<file path="src/rtl/mux_pkg.sv">
// Shared constants and helpers for the registered N-input multiplexer.
package mux_pkg;

    // Source-selection modes
    localparam int MODO_SELECAO = 0;  // explicit select through Sinal
    localparam int MODO_RODIZIO = 1;  // round-robin over Pedido

    // Width of a source index: never narrower than one bit
    function automatic int largura_sel(input int n);
        int r;
        r = $clog2(n);
        if (r < 1) begin
            return 1;
        end else begin
            return r;
        end
    endfunction

endpackage : mux_pkg

</file>
<file path="src/rtl/mux_reg_arb_arbitro_rr.sv">
// Round-robin arbiter: picks the first requesting source at or after the
// pointer, wrapping modulo N. Purely combinational.
module arbitro_rr #(
    parameter int N  = 3,
    parameter int SW = 2
) (
    input  logic [N-1:0]  pedido_i,
    input  logic [SW-1:0] ponteiro_i,
    output logic [SW-1:0] concessao_o,
    output logic          tem_pedido_o
);

    // (pointer + k) mod N, assuming the pointer itself is below N
    function automatic logic [SW-1:0] indice(input logic [SW-1:0] p, input int k);
        int s;
        s = int'(p) + k;
        if (s >= N) begin
            return SW'(s - N);
        end else begin
            return SW'(s);
        end
    endfunction

    // Scan downward so the request closest after the pointer is assigned last and wins
    always_comb begin
        concessao_o  = '0;
        tem_pedido_o = 1'b0;
        for (int k = N - 1; k >= 0; k--) begin
            if (pedido_i[indice(ponteiro_i, k)]) begin
                concessao_o  = indice(ponteiro_i, k);
                tem_pedido_o = 1'b1;
            end else begin
                concessao_o  = concessao_o;
                tem_pedido_o = tem_pedido_o;
            end
        end
    end

endmodule : arbitro_rr

</file>
<file path="src/rtl/mux_reg_arb.sv">
// Registered N-input multiplexer with valid/ready handshake. The source is
// chosen either by an explicit select or by a round-robin arbiter; the
// chosen word is loaded into an output register that can be back-pressured.
module mux_reg_arb
    import mux_pkg::*;
#(
    parameter  int LARGURA    = 3,
    parameter  int N_ENTRADAS = 3,
    parameter  int MODO       = MODO_SELECAO,
    localparam int SW         = largura_sel(N_ENTRADAS)
) (
    input  logic                          Clock,
    input  logic                          Resetn,
    input  logic [N_ENTRADAS*LARGURA-1:0] Dados,
    input  logic [N_ENTRADAS-1:0]         Pedido,
    input  logic [SW-1:0]                 Sinal,
    output logic [N_ENTRADAS-1:0]         Aceito,
    output logic [LARGURA-1:0]            Saida,
    output logic                          SaidaValida,
    output logic [SW-1:0]                 OrigemSaida,
    input  logic                          Pronto
);

    logic [SW-1:0]      cand_s;
    logic               tem_cand_s;
    logic               pedido_sel_s;
    logic [LARGURA-1:0] dado_sel_s;
    logic               carrega_s;
    logic               transf_s;

    logic [LARGURA-1:0] saida_q, saida_d;
    logic               valida_q, valida_d;
    logic [SW-1:0]      origem_q, origem_d;

    if (MODO == MODO_RODIZIO) begin : g_rodizio
        logic [SW-1:0] ponteiro_q, ponteiro_d;
        logic [SW-1:0] concessao_s;
        logic          tem_pedido_s;
        logic          sinal_unused_s;

        assign sinal_unused_s = ^Sinal;

        arbitro_rr #(
            .N  (N_ENTRADAS),
            .SW (SW)
        ) u_arbitro (
            .pedido_i     (Pedido),
            .ponteiro_i   (ponteiro_q),
            .concessao_o  (concessao_s),
            .tem_pedido_o (tem_pedido_s)
        );

        assign cand_s     = concessao_s;
        assign tem_cand_s = tem_pedido_s;

        // Pointer moves just past the granted source, only when a word is taken
        always_comb begin
            ponteiro_d = ponteiro_q;
            if (transf_s) begin
                if (int'(cand_s) == N_ENTRADAS - 1) begin
                    ponteiro_d = '0;
                end else begin
                    ponteiro_d = cand_s + SW'(1);
                end
            end else begin
                ponteiro_d = ponteiro_q;
            end
        end

        // Round-robin pointer register
        always_ff @(posedge Clock or negedge Resetn) begin
            if (!Resetn) begin
                ponteiro_q <= '0;
            end else begin
                ponteiro_q <= ponteiro_d;
            end
        end
    end else begin : g_selecao
        // An out-of-range select simply yields no candidate
        assign cand_s     = Sinal;
        assign tem_cand_s = (int'(Sinal) < N_ENTRADAS);
    end

    // Fetch the candidate's request bit and data word without out-of-range indexing
    always_comb begin
        pedido_sel_s = 1'b0;
        dado_sel_s   = '0;
        for (int i = 0; i < N_ENTRADAS; i++) begin
            if (int'(cand_s) == i) begin
                pedido_sel_s = Pedido[i];
                dado_sel_s   = Dados[i*LARGURA +: LARGURA];
            end else begin
                pedido_sel_s = pedido_sel_s;
                dado_sel_s   = dado_sel_s;
            end
        end
    end

    // Output register can take a word when empty or being drained this cycle
    assign carrega_s = !valida_q || Pronto;

    // Transfer qualifier; gated by reset so no ready is shown while in reset
    assign transf_s = Resetn && tem_cand_s && pedido_sel_s && carrega_s;

    // One-hot ready toward the granted source, zero otherwise
    always_comb begin
        Aceito = '0;
        for (int i = 0; i < N_ENTRADAS; i++) begin
            if (transf_s && (int'(cand_s) == i)) begin
                Aceito[i] = 1'b1;
            end else begin
                Aceito[i] = 1'b0;
            end
        end
    end

    // Output register next state: load on transfer, drop valid on a bare consume
    always_comb begin
        saida_d  = saida_q;
        valida_d = valida_q;
        origem_d = origem_q;
        if (transf_s) begin
            saida_d  = dado_sel_s;
            valida_d = 1'b1;
            origem_d = cand_s;
        end else if (Pronto) begin
            valida_d = 1'b0;
        end else begin
            valida_d = valida_q;
        end
    end

    // Output word, valid flag and origin registers
    always_ff @(posedge Clock or negedge Resetn) begin
        if (!Resetn) begin
            saida_q  <= '0;
            valida_q <= 1'b0;
            origem_q <= '0;
        end else begin
            saida_q  <= saida_d;
            valida_q <= valida_d;
            origem_q <= origem_d;
        end
    end

    assign Saida       = saida_q;
    assign SaidaValida = valida_q;
    assign OrigemSaida = origem_q;

endmodule : mux_reg_arb

</file>
<file path="config.mk">
export PLATFORM = sky130hd
export DESIGN_NAME = mux_reg_arb
export DESIGN_NICKNAME = d
export VERILOG_FILES = /design/src/rtl/mux_pkg.sv /design/src/rtl/mux_reg_arb_arbitro_rr.sv /design/src/rtl/mux_reg_arb.sv
export SDC_FILE = /design/constraint.sdc
export NUM_CORES = 1
export LEC_CHECK = 0
export BUFFER_PORTS_ARGS = -buffer_cell sky130_fd_sc_hd__buf_2
export CORE_AREA = 2 2 39 41
export DETAILED_ROUTE_END_ITERATION = 10
export DIE_AREA = 0 0 41 43
export GPL_ROUTABILITY_DRIVEN = 0
export MAX_ROUTING_LAYER = met4
export SETUP_SLACK_MARGIN = 0.5
export SYNTH_ARGS = -nofsm -noshare
export SYNTH_HDL_FRONTEND = slang
export SYNTH_SLANG_ARGS = --single-unit
</file>
<file path="constraint.sdc">
create_clock -name Clock -period 2.8 [get_ports Clock]
set_input_delay 0.14 -clock Clock [delete_from_list [all_inputs] [get_ports Clock]]
set_output_delay 0.14 -clock Clock [all_outputs]
set_load 0.005 [all_outputs]
</file>
==> out/results.md <==
| Parameter | This run |
| --- | --- |
| First-iteration detailed-routing DRC count | 2 |
| Post-synthesis sequential area ratio | 39.7% |
| Total routed wirelength | 794 um |
| Max-cap violations | 0 |
| Starting utilization of the core area | 27.3% |
| Clock sink count | 6 |
| Total iterations of the first detailed-routing run | 4 |
| Routed via count | 323 |
| Type of element launching the critical path | input port |
| Synth area leader | sky130_fd_sc_hd__dfrtp_1 |
| Chip Width | 41 um |
| Net switching power | 69.2 uW |
| Hold Path Depth | 3 |
| Peak ir drop on the vdd network | 0.165 mV |
| Layout cells sized above 1 | 60.0% |
| Number of nets in the layout | 79 |
| Wire length per cell | 10.4 um |
| Fmax achieved | 0.570 GHz |
| Switching Share | 24.8% |
| GRT Overall Usage | 9.90% |
| Maximum fanout encountered on the critical timing path | 8 |
| Max clock buf depth | 2 |
| # DRC | 0 |
| Worst hold slack | 181 ps |
| Vias per cell | 4.25 |
| Buffer cell driving the clock tree root | sky130_fd_sc_hd__clkbuf_4 |
| Count leader, synth | sky130_fd_sc_hd__dfrtp_1 |
| Number of primary I/O pins | 26 |
| Worst slack, placed | 1300 ps |
| Top cells by count, synth | sky130_fd_sc_hd__dfrtp_1, sky130_fd_sc_hd__mux2_4, sky130_fd_sc_hd__nand2_1 |
| TNS Setup | 0 ps |
| Top cell type's share of synthesized area | 39.7% |
| Vert. Die Dim | 43 um |
| Placed Instances | 72 |
| Buffers added on ports | 25 |
| Total of endpoints with negative setup slack in the final report | 0 |
| Combinational group share of total power | 30.0% |
| Reg-to-reg setup timing slack | 1510 ps |
| Post-route fraction of the period consumed by the critical path | 62.7% |
| RR Endpoint | Saida[1] |
| Hold endpoint | SaidaValida |
| EDFF count, synth | 0 |
| Time the final worst path needs with I/O delays and setup | 1760 ps |
| Worst Setup Path Type | in2out |
| Clk network pwr share | 27.8% |
| Die area | 1760 um2 |
| Arrival time of data at the critical path endpoint | 1620 ps |
| Signed area change from the synthesized netlist to the final layout | 41.1% |
| Design area | 533 um2 |
| Result of the run | finished, final reports clean |
| Sequential cell fraction of total power | 42.2% |
| Transition time at the pin with the least slew margin | 372 ps |
| Std-Cell Rows | 14 |
| Relative slew slack | 75.2% |
| Post-synthesis area per instance | 11.5 um2 |
| Initial antenna violation count | 0 |
| Post-synthesis async set-or-reset flop share | 100% |
| RSZ-0062 raised after global routing | false |
| Post-Syn Area | 378 um2 |
| Residual overflow from global routing | 0 |
| H-tree lvl count | 1 |
| Endpoint type of the worst setup path | output pin |
| Path category of the worst min-delay check | in2reg |
| Main area contributors after synthesis | sky130_fd_sc_hd__dfrtp_1, sky130_fd_sc_hd__mux2_4, sky130_fd_sc_hd__mux2i_1 |
| Final cell count without fillers | 76 |
| FF+latch count, synth | 6 |
| Required arrival time at the worst endpoint | 2660 ps |
| Clock tree from TritonCTS | yes |
| Antenna Nets Post-Route | 0 |
| Post-Synthesis Net Count | 50 |
| Latest clock arrival within the worst-skew pair | 240 ps |
| Wire length of the first global-routing pass | 1.15 mm |
| Netlist cell types | 13 |
| CORE AREA | 1380 um2 |
| Number of failing hold endpoints at the final stage | 0 |
| Most used flip-flop cell after synthesis | sky130_fd_sc_hd__dfrtp_1 |
| Final max-slew violation count | 0 |
| Start point of the worst hold path | Pronto |
| Leak | 0.295 nW |
| Slack of the critical path | 1040 ps |
| Number of buffers created by CTS | 3 |
| Total cell area at the placement stage | 500 um2 |
| Clock transition at the registers of the reported paths | 40 ps |
| Final setup skew | 0.283 ps |
| Post-CTS Repair Setup Buffers | 0 |
| Number of cells on the worst reg-to-reg path | 3 |
| Count of yosys warnings during synthesis | 0 |
| Reg-to-Reg Start | SaidaValida |
| Number of antenna cells inserted | 0 |
| Internal Pwr Total | 210 uW |
| Cell Pwr Density | 524 nW/um2 |
| Post-CTS Resized | 0 |
| Via count of the first global-routing pass | 290 |
| Count of mapped cells out of synthesis | 33 |
| Pin count of the biggest net entering global routing | 10 |
[final cells by class]
type / count / area (um2)
Sequential cell: 6 / 150
Clock buffer: 3 / 22.5
Tap cell: 16 / 20.0
Timing Repair Buffer: 26 / 135
Multi-Input combinational cell: 25 / 205
Fill cell: 149 / 851
[power by group through the flow]
stage / clock [mW] / combinational [mW] / sequential [mW]
after global routing: 0.0831 / 0.0930 / 0.120
after CTS: 0.0801 / 0.0853 / 0.118
after detailed placement: 0 / 0.0843 / 0.119
after global placement: 0 / 0.0833 / 0.120
after floorplan: 0 / 0.0464 / 0.120
final: 0.0775 / 0.0837 / 0.118
[routing by layer]
layer	wire, um	GRT usage [%]	part of all wire, %	up-vias
met5	0	-	0	-
met4	18	8.00	2.3	0
met3	55	1.57	6.9	2
met2	353	12.8	44	14
met1	367	12.9	46	139
li1	-	-	-	168
[registers in the layout (all words and copies together), names as in the netlist]
signal / count
OrigemSaida: 2
Saida: 3
SaidaValida: 1
[cells by family (layout without fill, tap and decap cells)]
kind of cell / after synthesis / after routing / synth area share (%)
simple gates: 12 / 12 / 18.5
flops: 6 / 6 / 39.7
buf+inv: 2 / 29 / 5.96
mux: 9 / 9 / 30.5
compound gates: 4 / 4 / 5.30
[stage by stage]
stage | utilization (%) | power, mW
6_report | 38.5 | 0.279
4_1_cts | 38.5 | 0.284
3_3_place_gp | 36.2 | 0.203
5_1_grt | 38.5 | 0.297
3_5_place_dp | 36.2 | 0.204
2_1_floorplan | - | 0.166
[critical path, cell delays in order]
cell	delay (ps)
sky130_fd_sc_hd__dlygate4sd3_1	520
sky130_fd_sc_hd__buf_2	190
sky130_fd_sc_hd__and3_1	410
sky130_fd_sc_hd__nor3b_1	220
sky130_fd_sc_hd__buf_2	140
[cell usage in the layout (no fill, tap or decap), drive strengths merged]
master and instances:
buf 25, dfrtp 6, mux2 5, nand2 5, mux2i 4, o21ai 4
clkbuf 3, and2 2, nand2b 1, nand3b 1, and3 1, nor3b 1
and2b 1, dlygate4sd3 1
[worst max path at each step]
| stage | from | end | depth (start not counted) |
|---|---|---|---|
| 6_report | Resetn | Aceito[0] | 5 |
| 5_1_grt | Resetn | Aceito[0] | 5 |
| 4_1_cts | Resetn | Aceito[0] | 5 |
| 3_5_place_dp | Sinal[0] | Aceito[0] | 6 |
| 3_3_place_gp | Sinal[0] | Aceito[0] | 6 |
| 2_1_floorplan | Sinal[0] | OrigemSaida[0] | 6 |
[what timing repair did]
| item | in CTS | in global routing |
|---|---|---|
| hold buffers | 1 | 0 |
| endpoints found under the setup margin | 0 | 0 |
| endpoints found under the hold margin | 6 | 0 |
Power figures use the tool's default switching activity.
